==> src/rtl/jtdd_rom_pkg.sv <==
// Shared definitions for the Double Dragon ROM arbiter: SDRAM address width,
// default region offsets, FSM encoding and the round-robin pick helper.
package jtdd_rom_pkg;

    localparam int SDRAM_AW = 22;

    localparam logic [SDRAM_AW-1:0] OFS0_DEF = 22'h000000;
    localparam logic [SDRAM_AW-1:0] OFS1_DEF = 22'h020000;
    localparam logic [SDRAM_AW-1:0] OFS2_DEF = 22'h028000;

    typedef enum logic [1:0] {
        IDLE,
        WAIT_ACK,
        WAIT_DATA
    } state_t;

    typedef struct packed {
        logic       found;
        logic [1:0] idx;
    } grant_t;

    // Search starts at the requester after 'last' and wraps 0,1,2.
    function automatic grant_t rr_pick(input logic [2:0] miss, input logic [1:0] last);
        grant_t     g;
        logic [1:0] cand;
        g    = '0;
        cand = last;
        for (int i = 0; i < 3; i++) begin
            cand = (cand == 2'd2) ? 2'd0 : cand + 2'd1;
            if (!g.found && miss[cand]) begin
                g.found = 1'b1;
                g.idx   = cand;
            end
        end
        return g;
    endfunction

endpackage

==> src/rtl/jtdd_rom_arb_if.sv <==
// SDRAM read-port handshake between the ROM arbiter (master) and the SDRAM
// controller (slave).
interface jtdd_rom_arb_if;

    logic                            sdram_req;
    logic [jtdd_rom_pkg::SDRAM_AW-1:0] sdram_addr;
    logic                            sdram_ack;
    logic                            data_rdy;
    logic [15:0]                     data_read;

    modport master (
        output sdram_req,
        output sdram_addr,
        input  sdram_ack,
        input  data_rdy,
        input  data_read
    );

    modport slave (
        input  sdram_req,
        input  sdram_addr,
        output sdram_ack,
        output data_rdy,
        output data_read
    );

endinterface

==> src/rtl/jtdd_rom_slot.sv <==
// One-word ROM cache for a single requester: hit compare, byte select, and a
// pending tag captured at grant so a fill always uses the granted address.
module jtdd_rom_slot #(
    parameter int AW = 14
) (
    input  logic          clk,
    input  logic          rst_n,
    input  logic          flush,
    input  logic          load,
    input  logic          fill,
    input  logic [15:0]   fill_data,
    input  logic [AW-1:0] addr,
    output logic          hit,
    output logic [7:0]    data
);

    logic          valid;
    logic [AW-2:0] tag;
    logic [AW-2:0] pend_tag;
    logic [15:0]   word;

    // NOTE: sequential state uses non-blocking assignments so every register
    // samples pre-edge values; the cache word is reset too, so data reads 00
    // out of reset instead of X.
    always_ff @(posedge clk or negedge rst_n) begin
        if (!rst_n) begin
            valid    <= 1'b0;
            tag      <= '0;
            pend_tag <= '0;
            word     <= '0;
        end else begin
            if (load) pend_tag <= addr[AW-1:1];
            if (flush) begin
                valid <= 1'b0;
            end else if (fill) begin
                valid <= 1'b1;
                tag   <= pend_tag;
                word  <= fill_data;
            end
        end
    end

    assign hit  = valid & (tag == addr[AW-1:1]);
    assign data = addr[0] ? word[15:8] : word[7:0];

endmodule

==> src/rtl/jtdd_rom_arb.sv <==
// Shares the SDRAM read port among the main CPU, sound CPU and MCU ROMs:
// per-requester one-word cache, round-robin miss service, one transaction at a time.
module jtdd_rom_arb
    import jtdd_rom_pkg::*;
#(
    parameter int                  AW0  = 18,
    parameter int                  AW1  = 15,
    parameter int                  AW2  = 14,
    parameter logic [SDRAM_AW-1:0] OFS0 = OFS0_DEF,
    parameter logic [SDRAM_AW-1:0] OFS1 = OFS1_DEF,
    parameter logic [SDRAM_AW-1:0] OFS2 = OFS2_DEF
) (
    input  logic            clk,
    input  logic            rst_n,
    input  logic            downloading,
    input  logic            r0_cs,
    input  logic [AW0-1:0]  r0_addr,
    output logic [7:0]      r0_data,
    output logic            r0_ok,
    input  logic            r1_cs,
    input  logic [AW1-1:0]  r1_addr,
    output logic [7:0]      r1_data,
    output logic            r1_ok,
    input  logic            r2_cs,
    input  logic [AW2-1:0]  r2_addr,
    output logic [7:0]      r2_data,
    output logic            r2_ok,
    jtdd_rom_arb_if.master  sdram
);

    state_t              state, state_nx;
    logic [1:0]          lat_id;
    logic [1:0]          last_grant;
    logic [2:0]          hit, miss, load, fill;
    logic                take, done;
    grant_t              pick;
    logic [SDRAM_AW-1:0] grant_addr [0:2];

    assign miss[0] = r0_cs & ~hit[0] & ~downloading;
    assign miss[1] = r1_cs & ~hit[1] & ~downloading;
    assign miss[2] = r2_cs & ~hit[2] & ~downloading;

    assign r0_ok = r0_cs & hit[0] & ~downloading;
    assign r1_ok = r1_cs & hit[1] & ~downloading;
    assign r2_ok = r2_cs & hit[2] & ~downloading;

    assign pick = rr_pick(miss, last_grant);

    // Region offset plus word index; the sum wraps at 2^22.
    assign grant_addr[0] = OFS0 + SDRAM_AW'(r0_addr[AW0-1:1]);
    assign grant_addr[1] = OFS1 + SDRAM_AW'(r1_addr[AW1-1:1]);
    assign grant_addr[2] = OFS2 + SDRAM_AW'(r2_addr[AW2-1:1]);

    // NOTE: every signal written here gets a default first, so no path can
    // leave one unassigned and infer a latch.
    always_comb begin
        state_nx = state;
        take     = 1'b0;
        done     = 1'b0;
        case (state)
            IDLE: begin
                if (pick.found) begin
                    take     = 1'b1;
                    state_nx = WAIT_ACK;
                end
            end
            WAIT_ACK: begin
                if (sdram.sdram_ack) begin
                    if (sdram.data_rdy) begin
                        done     = 1'b1;
                        state_nx = IDLE;
                    end else begin
                        state_nx = WAIT_DATA;
                    end
                end
            end
            WAIT_DATA: begin
                if (sdram.data_rdy) begin
                    done     = 1'b1;
                    state_nx = IDLE;
                end
            end
            default: state_nx = IDLE;
        endcase
    end

    always_ff @(posedge clk or negedge rst_n) begin
        if (!rst_n) begin
            state            <= IDLE;
            lat_id           <= 2'd0;
            last_grant       <= 2'd2;
            sdram.sdram_addr <= '0;
        end else begin
            state <= state_nx;
            if (take) begin
                lat_id           <= pick.idx;
                sdram.sdram_addr <= grant_addr[pick.idx];
            end
            if (done) last_grant <= lat_id;
        end
    end

    assign sdram.sdram_req = (state == WAIT_ACK);

    // Data arriving while downloading is dropped; the flush wins anyway.
    assign load[0] = take & (pick.idx == 2'd0);
    assign load[1] = take & (pick.idx == 2'd1);
    assign load[2] = take & (pick.idx == 2'd2);
    assign fill[0] = done & ~downloading & (lat_id == 2'd0);
    assign fill[1] = done & ~downloading & (lat_id == 2'd1);
    assign fill[2] = done & ~downloading & (lat_id == 2'd2);

    jtdd_rom_slot #(.AW(AW0)) u_slot0 (
        .clk(clk), .rst_n(rst_n), .flush(downloading), .load(load[0]), .fill(fill[0]),
        .fill_data(sdram.data_read), .addr(r0_addr), .hit(hit[0]), .data(r0_data)
    );

    jtdd_rom_slot #(.AW(AW1)) u_slot1 (
        .clk(clk), .rst_n(rst_n), .flush(downloading), .load(load[1]), .fill(fill[1]),
        .fill_data(sdram.data_read), .addr(r1_addr), .hit(hit[1]), .data(r1_data)
    );

    jtdd_rom_slot #(.AW(AW2)) u_slot2 (
        .clk(clk), .rst_n(rst_n), .flush(downloading), .load(load[2]), .fill(fill[2]),
        .fill_data(sdram.data_read), .addr(r2_addr), .hit(hit[2]), .data(r2_data)
    );

endmodule
==> src/flat_wrapper.sv <==
// flat-port wrapper written by rule: the top's interface ports become plain ports
module jtdd_rom_arb_flat import jtdd_rom_pkg::*;
#(
    parameter int                  AW0  = 18,
    parameter int                  AW1  = 15,
    parameter int                  AW2  = 14,
    parameter logic [SDRAM_AW-1:0] OFS0 = OFS0_DEF,
    parameter logic [SDRAM_AW-1:0] OFS1 = OFS1_DEF,
    parameter logic [SDRAM_AW-1:0] OFS2 = OFS2_DEF
)
  (clk, rst_n, downloading, r0_cs, r0_addr, r0_data, r0_ok, r1_cs, r1_addr, r1_data, r1_ok, r2_cs, r2_addr, r2_data, r2_ok, sdram_sdram_req, sdram_sdram_addr, sdram_sdram_ack, sdram_data_rdy, sdram_data_read);
  jtdd_rom_arb_if sdram_i ();
  input  logic clk;
  input  logic rst_n;
  input  logic downloading;
  input  logic r0_cs;
  input  logic [AW0-1:0] r0_addr;
  output logic [7:0] r0_data;
  output logic r0_ok;
  input  logic r1_cs;
  input  logic [AW1-1:0] r1_addr;
  output logic [7:0] r1_data;
  output logic r1_ok;
  input  logic r2_cs;
  input  logic [AW2-1:0] r2_addr;
  output logic [7:0] r2_data;
  output logic r2_ok;
  output wire logic [$bits(sdram_i.sdram_req)-1:0] sdram_sdram_req;
  output wire logic [$bits(sdram_i.sdram_addr)-1:0] sdram_sdram_addr;
  input wire logic [$bits(sdram_i.sdram_ack)-1:0] sdram_sdram_ack;
  input wire logic [$bits(sdram_i.data_rdy)-1:0] sdram_data_rdy;
  input wire logic [$bits(sdram_i.data_read)-1:0] sdram_data_read;
  assign sdram_sdram_req = sdram_i.sdram_req;
  assign sdram_sdram_addr = sdram_i.sdram_addr;
  assign sdram_i.sdram_ack = sdram_sdram_ack;
  assign sdram_i.data_rdy = sdram_data_rdy;
  assign sdram_i.data_read = sdram_data_read;
  jtdd_rom_arb #(.AW0(AW0), .AW1(AW1), .AW2(AW2), .OFS0(OFS0), .OFS1(OFS1), .OFS2(OFS2)) u_core (.clk(clk), .rst_n(rst_n), .downloading(downloading), .r0_cs(r0_cs), .r0_addr(r0_addr), .r0_data(r0_data), .r0_ok(r0_ok), .r1_cs(r1_cs), .r1_addr(r1_addr), .r1_data(r1_data), .r1_ok(r1_ok), .r2_cs(r2_cs), .r2_addr(r2_addr), .r2_data(r2_data), .r2_ok(r2_ok), .sdram(sdram_i));
endmodule
==> config.mk <==
export PLATFORM = sky130hd
export DESIGN_NAME = jtdd_rom_arb_flat
export DESIGN_NICKNAME = d
export VERILOG_FILES = /design/src/rtl/jtdd_rom_pkg.sv /design/src/rtl/jtdd_rom_arb_if.sv /design/src/rtl/jtdd_rom_slot.sv /design/src/rtl/jtdd_rom_arb.sv /design/src/flat_wrapper.sv
export SDC_FILE = /design/constraint.sdc
export NUM_CORES = 1
export LEC_CHECK = 0
export ABC_CLOCK_PERIOD_IN_PS = 3260
export CORE_MARGIN = 2
export CORE_UTILIZATION = 40
export CTS_CLUSTER_DIAMETER = 60
export CTS_CLUSTER_SIZE = 40
export DETAILED_ROUTE_END_ITERATION = 7
export PLACE_DENSITY = 0.66
export REMOVE_ABC_BUFFERS = 1
export SETUP_SLACK_MARGIN = 0.1
export SKIP_LAST_GASP = 1
export SLEW_MARGIN = 10
export SYNTH_ARGS = -nofsm -noshare
export SYNTH_HDL_FRONTEND = slang
export SYNTH_SLANG_ARGS = --single-unit
==> constraint.sdc <==
create_clock -name clk -period 3.26 [get_ports clk]
set_clock_uncertainty 0.05 [all_clocks]
set_input_delay 0.489 -clock clk [delete_from_list [all_inputs] [get_ports clk]]
set_output_delay 0.489 -clock clk [all_outputs]
set_load 0.02 [all_outputs]
==> summary.md, run 1 <==
| Metric | Value |
|---|---|
| Outcome | `completed` |
| Hold Crit Class | `input pin to async pin` |
| R2r worst-path depth | `11` |
| Worst r2r src | `u_core.u_slot1.tag[3]` |
| Compound-Gate Fraction of Synth Area | `3.285%` |
| Worst r2r dst | `u_core.u_slot0.pend_tag[1]` |
| #FFs+latches synth | `163` |
| YS warnings | `0` |
| Slowest stage cell, crit path | `clkdlybuf4s50_1` |
| Flop-to-flop setup slack | `0.40 ns` |
| Gp weighted congestion | `0.7757` |
| DRC violations left | `0` |
| Fin area | `0.009826 mm2` |
| Worst path required time | `2.72 ns` |
| Cts-stage hold buffer count | `0` |
| Peak supply drop | `452.6 uV` |
| Slew Limit Fails | `0` |
| WHS | `0.04892 ns` |
| Final core utilization | `54.51%` |
| Layout cell share with drive strength beyond 1 | `34.03%` |
| Unrepaired setup endpoints after global routing | `false` |
| Crit Path Category | `input pin to output pin` |
| Main combinational cell family by area after synthesis | `multiplexers` |
| Synth Area in Simple Gates | `5.503%` |
| Initial antenna violation count | `0` |
| CTS Buf Count | `17` |
| Layout Nets | `779` |
| PwrDens | `889.4 mW/mm2` |
| Vias in the first global route | `5,286` |
| Worst-skew pair later-pin latency | `0.42 ns` |
| DRT antenna net count | `0` |
| Mapped cell area | `0.007390 mm2` |
| Longest Clk Path Bufs | `2` |
| Root Buffer | `clkbuf_16` |
| Syn avg cell area | `13.79 um2` |
| Tightest Pin Transition | `0.6949 ns` |
| WL/cell | `18.21 um` |
| Post-CTS setup repair buffer count | `0` |
| Mux cell area share after synthesis | `26.87%` |
| GR Overflow Total | `0` |
| Post-Syn Instances | `536` |
| Clk slew on worst S/H paths | `0.06 ns` |
| Detail Placement HPWL | `12,610 um` |
| Tot Pwr | `8.739 mW` |
| Drt first pass iters | `4` |
| Sinks on Clock Net | `163` |
| Port bufs | `116` |
| GRT Overall Usage | `18.47%` |
| Final period util | `91.76%` |
| N_diodes | `0` |
| Maxcap violations | `0` |
| Rows | `49` |
| Dpl cell area | `0.009125 mm2` |
| Setup ws final | `0.2686 ns` |
| Final wirelength | `17,170 um` |
| DIE AREA | `0.01958 mm2` |
| CTS H-tree depth | `4` |
| Area Overhead vs Synth | `32.97%` |
| Crit path capture type | `output pin` |
| Delay of the slowest critical-path stage | `0.62 ns` |
| Top delay family on crit path | `buffers and inverters` |
| First-pass GRT wire length | `28,170 um` |
| Largest net degree at the start of global routing | `77` |
| Most used cell, CP | `clkdlybuf4s50_1` |
| Most frequent cells in the layout | `dfrtp_1 (162), mux2_2 (142), clkdlybuf4s50_1 (114)` |
| Fin. Hold Viols | `0` |
| Post-layout min period | `2.991 ns` |
| Sequential area share after synthesis | `55.22%` |
| Starting Density | `41.00%` |
| Core box area | `0.01802 mm2` |
| Vias/cell | `5.059` |
| CP arrival | `2.45 ns` |
| Max_slew headroom | `53.68%` |
| Fmax | `334.3 MHz` |
| Worst Path Max Fanout | `3` |
| CTS tree | `built` |
| I/O pin cnt | `121` |
| Post-synthesis xor/xnor area fraction | `5.215%` |
| Adder-cell share of the synthesized area | `1.016%` |
| Share of synthesized registers carrying an async set or reset | `100.0%` |
| DR iter-0 viols | `252` |
| Startpoint class of the critical path | `input pin` |
| Via count | `4,771` |
| Post-synth EDFFs | `0` |
| Synth Flop Type | `dfrtp_1` |
| Critical path, cell by cell | `clkdlybuf4s50_1, xnor2_1, nand4_1, nor3_1, buf_4, nand2_1, nor2_1, clkdlybuf4s50_1` |
| Netlist cell types | `41` |
| LEAKAGE | `4.520 nW` |
| DIE WIDTH | `139.9 um` |
| DP Worst Slack | `-0.2615 ns` |
| Die Height | `139.9 um` |
| Most common cell after layout, fill and taps aside | `dfrtp_1` |
| WP buf/inv | `3` |
| Final setup viols | `0` |
-- stage by stage --
step | cells | TNS, ns
2_1_floorplan | 510 | -47.54
3_3_place_gp | 912 | -7.960
3_5_place_dp | 912 | -9.001
4_1_cts | 943 | 0
5_1_grt | 943 | 0
6_report | 943 | 0
-- registers in the layout (all words and copies together), names as in the netlist, 2 cells and up --
register,flops
u_core.u_slot0.pend_tag,17
u_core.u_slot1.tag,14
u_core.state,2
u_core.u_slot0.tag,17
u_core.u_slot2.tag,13
u_core.lat_id,2
u_core.u_slot2.word,16
u_core.u_slot1.word,16
u_core.last_grant,2
u_core.u_slot2.pend_tag,13
u_core.sdram.sdram_addr,18
u_core.u_slot0.word,16
u_core.u_slot1.pend_tag,14
-- layer usage --
layer	up-vias	share of wire [%]	track usage, %
met4	0	1.7	6.105
li1	2227	-	-
met2	88	49	30.35
met5	-	0	0
met1	2434	46	24.82
met3	22	2.8	3.521
-- worst max path at each step --
stage / from / end / slack [ns] / depth (start not counted)
2_1_floorplan: u_core.state[1] / u_core.u_slot2.word[0] / -1.60 / 6
3_3_place_gp: r1_addr[6] / u_core.u_slot0.pend_tag[6] / -0.23 / 12
3_5_place_dp: r1_addr[6] / u_core.u_slot0.pend_tag[12] / -0.26 / 12
4_1_cts: r1_addr[12] / r1_ok / 0.12 / 7
5_1_grt: r1_addr[8] / u_core.u_slot0.pend_tag[1] / 0.14 / 13
6_report: r0_addr[3] / r0_ok / 0.27 / 8
-- worst register-to-register path, delay by kind of cell (launching register included) --
family          cells  cell delay (ns)
simple gates        5             1.11
flops               1             0.39
mux                 1             0.39
buf+inv             2             0.24
fa+ha+maj           1             0.22
xor+xnor            1             0.17
compound gates      1             0.15
-- synthesized netlist by cell type (2+ instances only) --
cell,number,share of area (%)
xnor2_1,29,3.4
nand2_4,3,0.46
dfrtp_1,162,55
nand4_1,21,1.8
nand2_1,24,1.2
o21ai_0,5,0.34
nor4_1,3,0.25
a21o_1,4,0.41
nor3_1,5,0.34
buf_4,5,0.51
inv_1,8,0.41
clkbuf_1,14,0.71
buf_6,4,0.61
buf_1,3,0.15
buf_2,2,0.14
mux2i_1,15,2.0
mux2_1,21,3.2
mux2_2,142,22
xor2_1,15,1.8
nor2b_1,4,0.34
a32o_1,2,0.27
and2_1,2,0.17
a21oi_1,3,0.20
o211ai_1,13,1.3
ha_1,6,1.0
nor2_1,6,0.30
-- layout make-up --
cell class,instances,area [um2]
Inverter,9,38.79
Sequential cell,163,4080
Clock buffer,20,456.7
Multi-Input combinational cell,338,3128
Fill cell,1507,8199
Timing Repair Buffer,173,1605
Tap cell,229,286.5
Clock inverter,11,230.2
-- what timing repair did --
item,CTS,global route
endpoints found under the setup margin,1,2
pin swaps,0,0
gates resized for setup,1,2
-- kinds of logic (layout without fill, tap and decap cells) --
kind of cell | after synthesis | after routing
adder cells (fa/ha/maj) | 6 | 6
XOR/XNOR | 44 | 44
multiplexers | 178 | 178
AND/OR/NAND/NOR | 74 | 74
AO/OA/AOI/OAI | 32 | 32
buffers and inverters | 38 | 213
flip-flops | 163 | 163
other | 1 | 4
-- where the power goes --
part | internal [mW] | switching, mW | leakage [nW]
logic | 1.65 | 1.26 | 2.09
registers | 2.98 | 0.531 | 2.09
clock network | 1.55 | 0.775 | 0.340
No activity file was read; power rests on OpenSTA's default activity.
==> run 2: changes to the inputs <==
--- a/config.mk
+++ b/config.mk
@@ -5,13 +5,14 @@
 export SDC_FILE = /design/constraint.sdc
 export NUM_CORES = 1
 export LEC_CHECK = 0
-export ABC_CLOCK_PERIOD_IN_PS = 3260
+export ABC_CLOCK_PERIOD_IN_PS = 2610
 export CORE_MARGIN = 2
 export CORE_UTILIZATION = 40
+export CTS_BUF_LIST = sky130_fd_sc_hd__clkbuf_4 sky130_fd_sc_hd__clkbuf_8 sky130_fd_sc_hd__clkbuf_16
 export CTS_CLUSTER_DIAMETER = 60
 export CTS_CLUSTER_SIZE = 40
 export DETAILED_ROUTE_END_ITERATION = 7
-export PLACE_DENSITY = 0.66
+export PLACE_DENSITY = 0.68
 export REMOVE_ABC_BUFFERS = 1
 export SETUP_SLACK_MARGIN = 0.1
 export SKIP_LAST_GASP = 1
==> constraint.sdc (replaced) <==
create_clock -name clk -period 2.61 [get_ports clk]
set_clock_uncertainty 0.05 [all_clocks]
set_input_delay 0.3915 -clock clk [delete_from_list [all_inputs] [get_ports clk]]
set_output_delay 0.3915 -clock clk [all_outputs]
set_load 0.02 [all_outputs]
==> summary.md, run 2 (synthesis gave the netlist of run 1 again) <==
| Metric | Value |
|---|---|
| Setup_tns | `-12.01 ns (was 0 ns)` |
| Outcome | `finished, violations left (was completed)` |
| Largest net degree at the start of global routing | `61 (was 77)` |
| CTS tree | `built (unchanged)` |
| Initial antenna violation count | `0 (unchanged)` |
| Layout cell share with drive strength beyond 1 | `41.76% (was 34.03%)` |
| Placed insts | `930 (was 912)` |
| Die Height | `139.9 um (unchanged)` |
| Starting Density | `41.00% (unchanged)` |
| Dpl cell area | `0.009298 mm2 (was 0.009125 mm2)` |
| Max reg flops | `18 (unchanged)` |
| DRC violations left | `0 (unchanged)` |
| Peak supply drop | `577.8 uV (was 452.6 uV)` |
| Max_slew headroom | `63.07% (was 53.68%)` |
| Sinks on Clock Net | `163 (unchanged)` |
| Clk slew on worst S/H paths | `0.06 ns (about the same)` |
| Fin. Hold Viols | `0 (unchanged)` |
| Slew Limit Fails | `0 (unchanged)` |
| Final period util | `109.6%` |
| First-pass GRT wire length | `30,160 um (was 28,170 um)` |
| Port bufs | `116 (unchanged)` |
| Worst path required time | `2.86 ns (was 2.72 ns)` |
| I/O pin cnt | `121 (unchanged)` |
| Area Overhead vs Synth | `39.26% (was 32.97%)` |
| Most common cell after layout, fill and taps aside | `dfrtp_1 (unchanged)` |
| Non-filler cells, final | `969 (was 943)` |
| Largest register by flop count | `u_core.sdram.sdram_addr (unchanged)` |
| Registers with the most flip-flops | `u_core.sdram.sdram_addr (18), u_core.u_slot0.pend_tag (17), u_core.u_slot0.tag (17) (unchanged)` |
| WL/cell | `19.29 um (was 18.21 um)` |
| GRT Overall Usage | `19.69% (was 18.47%)` |
| DR iter-0 viols | `259 (was 252)` |
| Most frequent cells in the layout | `dfrtp_1 (162), mux2_2 (120), clkdlybuf4s50_1 (105) (was dfrtp_1 (162), mux2_2 (142), clkdlybuf4s50_1 (114))` |
| DIE AREA | `0.01958 mm2 (unchanged)` |
| CTS H-tree depth | `4 (unchanged)` |
| Fin area | `0.01029 mm2 (was 0.009826 mm2)` |
| Final wirelength | `18,690 um (was 17,170 um)` |
| Final core utilization | `57.09% (was 54.51%)` |
| Detail Placement HPWL | `13,090 um (was 12,610 um)` |
| Post-layout min period | `2.859 ns` |
| Gp weighted congestion | `0.8316 (was 0.7757)` |
| Worst Path Max Fanout | `8 (was 3)` |
| Layout Nets | `806 (was 779)` |
| Worst-skew pair later-pin latency | `0.42 ns (about the same)` |
| GR Overflow Total | `0 (unchanged)` |
| Fmax | `349.7 MHz` |
| Drt first pass iters | `4 (unchanged)` |
| Core box area | `0.01802 mm2 (unchanged)` |
| Maxcap violations | `0 (unchanged)` |
| CTS Buf Count | `17 (unchanged)` |
| Rows | `49 (unchanged)` |
| Vias/cell | `5.153 (was 5.059)` |
| PwrDens | `1065 mW/mm2 (was 889.4 mW/mm2)` |
| Crit path capture type | `flip-flop (was output pin)` |
| DIE WIDTH | `139.9 um (unchanged)` |
| Final setup viols | `64 (was 0)` |
| Crit Path Category | `input pin to flip-flop (was input pin to output pin)` |
| LEAKAGE | `4.830 nW (was 4.520 nW)` |
| Root Buffer | `clkbuf_16 (unchanged)` |
| Longest Clk Path Bufs | `2 (unchanged)` |
| Tightest Pin Transition | `0.5540 ns (was 0.6949 ns)` |
| N_diodes | `0 (unchanged)` |
| Setup ws final | `-0.2494 ns (was 0.2686 ns)` |
| DRT antenna net count | `0 (unchanged)` |
| Vias in the first global route | `5,596 (was 5,286)` |
| Via count | `4,993 (was 4,771)` |
| Failing checks | `setup timing` |
| Hold Crit Class | `input pin to flip-flop (was input pin to async pin)` |
| Unrepaired setup endpoints after global routing | `true (was false)` |
| Tot Pwr | `10.96 mW (was 8.739 mW)` |
| Startpoint class of the critical path | `input pin (unchanged)` |
| CP arrival | `3.11 ns (was 2.45 ns)` |
-- run 2: final timing paths --
check | endpoint | from | slack [ns] | cells past startpoint
min in group asynchronous | u_core.u_slot0.tag[12] | rst_n | 0.46 | 2
max in group asynchronous | u_core.u_slot2.word[10] | rst_n | 1.17 | 3
hold / removal | u_core.u_slot1.pend_tag[10] | r1_addr[11] | 0.36 | 3
hold reg to reg | u_core.u_slot2.pend_tag[4] | u_core.u_slot2.pend_tag[4] | 0.44 | 1
setup / recovery | u_core.u_slot2.pend_tag[8] | r1_addr[10] | -0.25 | 10
setup reg to reg | u_core.u_slot2.pend_tag[8] | u_core.u_slot1.tag[11] | -0.25 | 10
-- run 2: timing repair --
action | in CTS | in global routing
hold buffers | 1 | 0
pin swaps | 10 | 10
setup buffers | 3 | 1
gates cloned | 4 | 0
gates resized for setup | 64 | 32
endpoints found under the hold margin | 55 | 0
setup endpoints to repair | 69 | 69
-- run 2: per-layer routing --
metal  track usage [%]  vias to the layer above  routed length (um)
met4             6.105                        0                 318
met1             25.26                     2573                8164
met3             3.487                       24                 539
li1                  -                     2300                   -
met2             34.12                       96                9666
met5                 0                        -                   0
-- run 2: per-stage QoR --
stage / hold slack (ns) / setup slack [ns]
6_report: 0.3570 / -0.2494
2_1_floorplan: 0.04591 / -2.249
4_1_cts: 0.4328 / -0.2070
3_3_place_gp: 0.3417 / -0.8003
3_5_place_dp: 0.3416 / -0.9024
5_1_grt: 0.3632 / -0.3544
-- run 2: cell type report --
type                            count  area (um2)
Multi-Input combinational cell    342        3501
Clock buffer                       25       516.7
Tap cell                          229       286.5
Inverter                            9       38.79
Timing Repair Buffer              196        1818
Fill cell                        1434        7734
Clock inverter                      5       50.05
Sequential cell                   163        4080
-- run 2: power by group --
group | total [mW] | switching, mW | internal, mW
Combinational | 4.14 | 1.74 | 2.39
Clock | 2.38 | 0.931 | 1.45
Sequential | 4.43 | 0.713 | 3.72
Total | 11.0 | 3.39 | 7.57
-- run 2: worst max-delay path, cell delays in order --
cell	delay (ns)
clkdlybuf4s50_1	0.47
xor2_1	0.18
nor4_2	0.34
nand4_1	0.24
buf_4	0.21
and2_4	0.16
buf_6	0.11
o31a_4	0.49
nand2_8	0.20
mux2_4	0.31
